**src/rtl/move_exec_arbiter.sv**
```systemverilog
// rtl/move_exec_arbiter.sv - round-robin arbiter sharing one move executor between requesters
module move_exec_arbiter #(
    parameter int NUM_REQ = 2,
    parameter int ID_W    = (NUM_REQ > 1) ? $clog2(NUM_REQ) : 1,
    parameter int TIMEOUT = 4,
    parameter int MOVE_W  = 16,
    parameter int BOARD_W = 64
) (
    input  logic                             clk_in,
    input  logic                             rst_in,
    input  logic [NUM_REQ-1:0]               req_valid_in,
    output logic [NUM_REQ-1:0]               req_ready_out,
    input  logic [NUM_REQ-1:0][MOVE_W-1:0]   req_move_in,
    input  logic [NUM_REQ-1:0][BOARD_W-1:0]  req_board_in,
    output logic                             exec_valid_out,
    output logic [MOVE_W-1:0]                exec_move_out,
    output logic [BOARD_W-1:0]               exec_board_out,
    input  logic                             exec_valid_in,
    input  logic [BOARD_W-1:0]               exec_board_in,
    input  logic                             exec_captured_in,
    output logic                             resp_valid_out,
    input  logic                             resp_ready_in,
    output logic [ID_W-1:0]                  resp_id_out,
    output logic [BOARD_W-1:0]               resp_board_out,
    output logic                             resp_captured_out,
    output logic [15:0]                      moves_done_out,
    output logic                             error_out
);

    localparam int CNT_W = (TIMEOUT > 1) ? $clog2(TIMEOUT + 1) : 1;

    typedef enum logic [1:0] {IDLE, ISSUE, WAIT, RESP} state_t;

    state_t               state_q;
    logic [ID_W-1:0]      ptr_q;
    logic [ID_W-1:0]      id_q;
    logic [CNT_W-1:0]     cnt_q;
    // After reset the executor may still return the discarded move; for this
    // many cycles an out-of-state exec_valid_in is swallowed instead of
    // being flagged as a protocol error.
    logic [CNT_W-1:0]     guard_q;
    logic                 exec_valid_q;
    logic [MOVE_W-1:0]    exec_move_q;
    logic [BOARD_W-1:0]   exec_board_q;
    logic                 resp_valid_q;
    logic [ID_W-1:0]      resp_id_q;
    logic [BOARD_W-1:0]   resp_board_q;
    logic                 resp_captured_q;
    logic [15:0]          moves_done_q;
    logic                 error_q;

    logic                 win_found;
    logic [ID_W-1:0]      win_id;
    logic [ID_W-1:0]      ptr_d;

    // Round-robin search starting at the pointer, wrapping modulo NUM_REQ
    always_comb begin
        int idx;
        win_found = 1'b0;
        win_id    = '0;
        idx       = 0;
        for (int k = 0; k < NUM_REQ; k++) begin
            idx = int'(ptr_q) + k;
            if (idx >= NUM_REQ) begin
                idx = idx - NUM_REQ;
            end
            if (!win_found && req_valid_in[idx]) begin
                win_found = 1'b1;
                win_id    = ID_W'(idx);
            end
        end
    end

    // Pointer moves to the requester just after the winner
    always_comb begin
        ptr_d = (win_id == ID_W'(NUM_REQ - 1)) ? '0 : win_id + 1'b1;
    end

    // Accept is combinational, only in IDLE and never while reset is held
    always_comb begin
        req_ready_out = '0;
        if (rst_in && (state_q == IDLE) && win_found) begin
            req_ready_out = NUM_REQ'(1) << win_id;
        end
    end

    // Main FSM with registered executor and response outputs
    always_ff @(posedge clk_in) begin
        if (!rst_in) begin
            state_q         <= IDLE;
            ptr_q           <= '0;
            id_q            <= '0;
            cnt_q           <= '0;
            guard_q         <= CNT_W'(TIMEOUT);
            exec_valid_q    <= 1'b0;
            exec_move_q     <= '0;
            exec_board_q    <= '0;
            resp_valid_q    <= 1'b0;
            resp_id_q       <= '0;
            resp_board_q    <= '0;
            resp_captured_q <= 1'b0;
            moves_done_q    <= '0;
            error_q         <= 1'b0;
        end else begin
            if (guard_q != '0) begin
                guard_q <= guard_q - 1'b1;
            end
            if (exec_valid_in && (state_q != WAIT)) begin
                if (guard_q == '0) begin
                    error_q <= 1'b1;
                end
                guard_q <= '0;
            end
            case (state_q)
                IDLE: begin
                    if (win_found) begin
                        id_q         <= win_id;
                        exec_move_q  <= req_move_in[win_id];
                        exec_board_q <= req_board_in[win_id];
                        exec_valid_q <= 1'b1;
                        ptr_q        <= ptr_d;
                        state_q      <= ISSUE;
                    end
                end
                ISSUE: begin
                    exec_valid_q <= 1'b0;
                    cnt_q        <= '0;
                    state_q      <= WAIT;
                end
                WAIT: begin
                    if (exec_valid_in) begin
                        resp_board_q    <= exec_board_in;
                        resp_captured_q <= exec_captured_in;
                        resp_id_q       <= id_q;
                        resp_valid_q    <= 1'b1;
                        state_q         <= RESP;
                    end else if (cnt_q == CNT_W'(TIMEOUT - 1)) begin
                        error_q <= 1'b1;
                        state_q <= IDLE;
                    end else begin
                        cnt_q <= cnt_q + 1'b1;
                    end
                end
                RESP: begin
                    if (resp_ready_in) begin
                        resp_valid_q <= 1'b0;
                        moves_done_q <= moves_done_q + 16'd1;
                        state_q      <= IDLE;
                    end
                end
                default: begin
                    state_q <= IDLE;
                end
            endcase
        end
    end

    assign exec_valid_out    = exec_valid_q;
    assign exec_move_out     = exec_move_q;
    assign exec_board_out    = exec_board_q;
    assign resp_valid_out    = resp_valid_q;
    assign resp_id_out       = resp_id_q;
    assign resp_board_out    = resp_board_q;
    assign resp_captured_out = resp_captured_q;
    assign moves_done_out    = moves_done_q;
    assign error_out         = error_q;

endmodule

```
**config.mk**
```make
export PLATFORM = sky130hd
export DESIGN_NAME = move_exec_arbiter
export DESIGN_NICKNAME = d
export VERILOG_FILES = /design/src/rtl/move_exec_arbiter.sv
export SDC_FILE = /design/constraint.sdc
export NUM_CORES = 1
export LEC_CHECK = 0
export CORE_ASPECT_RATIO = 0.6
export CORE_MARGIN = 2
export CORE_UTILIZATION = 33
export CTS_CLUSTER_DIAMETER = 120
export DETAILED_ROUTE_END_ITERATION = 7
export HOLD_SLACK_MARGIN = 0.06
export MAX_ROUTING_LAYER = met4
export PLACE_DENSITY_LB_ADDON = 0.15
export SYNTH_ARGS = -nofsm -noshare
export SYNTH_HDL_FRONTEND = slang
export SYNTH_SLANG_ARGS = --single-unit
```
**constraint.sdc**
```tcl
create_clock -name clk_in -period 1.9 [get_ports clk_in]
set_clock_uncertainty 0.2 [all_clocks]
set_input_delay 0.38 -clock clk_in [delete_from_list [all_inputs] [get_ports clk_in]]
set_output_delay 0.38 -clock clk_in [all_outputs]
set_load 0.02 [all_outputs]
```
==> results.json <==
{
  "ir_drop_mv": 0.606,
  "fmax_ghz": 0.517,
  "gp_congestion": 0.813,
  "syn_nets": 946,
  "r2r_cells": 7,
  "htreeDepth": 4,
  "n_fill_cell": 1704,
  "wl_per_cell_microns": 17.7,
  "cts-buffers-inserted": 17,
  "grt_pass1_vias": 6543,
  "gr-usage-all-layers_pct": 23.0,
  "finalWorstSetupSlack_ns": -0.0335,
  "relSlewSlack_pct": 72.9,
  "clock_latency_ns": 0.42,
  "rsz0062_at_grt": "true",
  "hold_depth": 2,
  "utilization_pct": 59.8,
  "routed_wl_mm": 24.2,
  "violations": "DRC, setup timing",
  "hold_buffers": 0,
  "cts-root-buf": "clkbuf_16",
  "drtPass1Iterations": 8,
  "detail_route.vias_per_cell": 4.94,
  "dieWidth_microns": 184,
  "hpwl_mm": 17.0,
  "synth_area_leaders": "dfxtp_1, a222oi_1, nand2_1, a21oi_1, inv_1",
  "drt-initial-drc-count": 692,
  "grt_max_degree": 81,
  "fp-row-count": 39,
  "yosysTopAreaCellShare_pct": 54.5,
  "cp-end-kind": "output port",
  "synth.distinct_cells": 39,
  "grt_antenna_before_repair": 1,
  "io_buffers": 397,
  "clk_pin_slew_worst_paths_ns": 0.06,
  "drv_slew": 0,
  "whs_ns": 0.249,
  "ys_warn_count": 0,
  "num-nets-final": 1345,
  "syn_area_per_cell_sq_um": 9.05,
  "crit_fanout": 2,
  "fp.dieH_microns": 112,
  "yosysTopAreaCell": "dfxtp_1",
  "p_leak_nw": 5.42,
  "startpoint_type": "flop",
  "core_sq_um": 19000,
  "netlist_instances": 710,
  "overflow": 0,
  "start_util_pct": 33.8,
  "tightest_slew_ns": 0.407,
  "io_pins": 398,
  "postRouteAntennaNets": 0,
  "ys.flop_type": "dfxtp_1",
  "async_flop_share_pct": 0,
  "worstPathRequired_ns": 1.32,
  "ys_ff_latch": 175,
  "yosysSeqAreaShare_pct": 54.5,
  "worstSetupPathType": "flop to output port",
  "hp-class": "flop to flop",
  "drc": 1,
  "yosys-top-cells-count": "dfxtp_1, nand2_1, inv_1",
  "fin_crit_sh_pct": 102,
  "grt_pass1_wl_mm": 35.8,
  "hold_viol_final": 0,
  "die_area_sq_um": 20600,
  "synth_most_common_cell": "dfxtp_1",
  "num_vias": 6743,
  "synth_edf_count": 0,
  "cts_buffer_depth": 2,
  "cts.sinks": 175,
  "setup_violations": 2,
  "post-route-min-period_ns": 1.93,
  "drive_above_1_share_pct": 8.22,
  "power.density_nw_per_um2": 846,
  "critPathArrivalTime_ns": 1.35,
  "drv_cap": 0,
  "status": "finished with violations",
  "area_growth_pct": 77.3,
  "synth_area_sq_um": 6420,
  "cts_tree": "built"
}
-- area by class of cell --
class                           instances  area [sq um]  share of cell area (%)
Tap cell                              246           308                    2.70
Sequential cell                       175          3510                    30.8
Multi-Input combinational cell        395          2480                    21.8
Antenna cell                            1          2.50                  0.0220
Timing Repair Buffer                  434          4200                    36.9
Clock buffer                           22           474                    4.16
Clock inverter                          7          87.6                   0.769
Inverter                               86           323                    2.83
-- metal layers --
metal / part of all wire [%] / up-vias / track usage, %
li1: - / 3284 / -
met1: 44 / 3177 / 28.7
met2: 45 / 250 / 35.3
met3: 8.4 / 32 / 7.56
met4: 1.9 / 0 / 7.25
met5: 0 / - / -
-- cell families (layout without fill, tap and decap cells) --
kind of cell,after synthesis,after routing,synth area share [%]
AND/OR/NAND/NOR,206,206,13.7
buffers and inverters,140,549,8.82
flip-flops,175,175,54.5
XOR/XNOR,11,11,1.50
multiplexers,2,2,0.331
other,0,1,0
adder cells (fa/ha/maj),5,5,0.974
AO/OA/AOI/OAI,171,171,20.1
-- what timing repair did --
item | CTS | global route
endpoints found under the setup margin | 251 | 37
cloned | 0 | 2
pin swaps | 3 | 9
resized for setup | 183 | 27
buffers inserted | 0 | 2
-- worst paths after layout --
kind / startpoint / slack, ns / to
worst max-delay path: state_q[0] / -0.03 / req_ready_out[1]
worst min-delay path: resp_board_out[46] / 0.25 / resp_board_out[46]
worst max register to register: cnt_q[1] / 0.04 / cnt_q[2]
worst min register to register: resp_board_out[46] / 0.25 / resp_board_out[46]
-- registers in the layout, indices dropped and copies added, names as in the netlist --
register / flops
exec_board_out: 64
resp_board_out: 64
exec_move_out: 16
moves_done_out: 16
cnt_q: 3
guard_q: 3
state_q: 2
error_out: 1
exec_valid_out: 1
id_q: 1
ptr_q: 1
resp_captured_out: 1
resp_id_out: 1
resp_valid_out: 1
-- cell usage in the layout (no fill, tap or decap), types with 6 or more instances in the layout --
cell and count:
dlygate4sd2_1 166, clkdlybuf4s50_1 227, inv_1 85, a21oi_1 73
dfxtp_1 171, buf_12 8, a222oi_1 80, nand2_1 142
clkbuf_16 19, xor2_1 7, nor2_1 22, buf_4 25
nand3_1 6
-- critical path, stage by stage (launching register included) --
cell and delay [ns]:
dfxtp_2 0.33, nor3b_4 0.25, and3_4 0.24, buf_6 0.12
-- stage by stage --
stage / power, W / instance area, sq um / std cells / setup TNS [ns] / setup WS, ns
4_1_cts: 0.00970 / 11200 / 1361 / -0.182 / -0.119
5_1_grt: 0.0101 / 11400 / 1366 / -0.342 / -0.115
6_report: 0.00963 / 11400 / 1366 / -0.0647 / -0.0335
2_1_floorplan: 0.00515 / 6430 / 710 / 0 / 0.00399
3_5_place_dp: 0.00646 / 10800 / 1332 / -57.29 / -0.836
3_3_place_gp: 0.00644 / 10800 / 1332 / -57.37 / -0.862
-- power breakdown --
part / internal [W] / total (W) / switching (W)
logic: 0.00103 / 0.00210 / 0.00106
registers: 0.00398 / 0.00413 / 0.000151
clock network: 0.00201 / 0.00341 / 0.00140
total: 0.00702 / 0.00963 / 0.00261
Note: power is estimated with default switching activity, not from simulation.
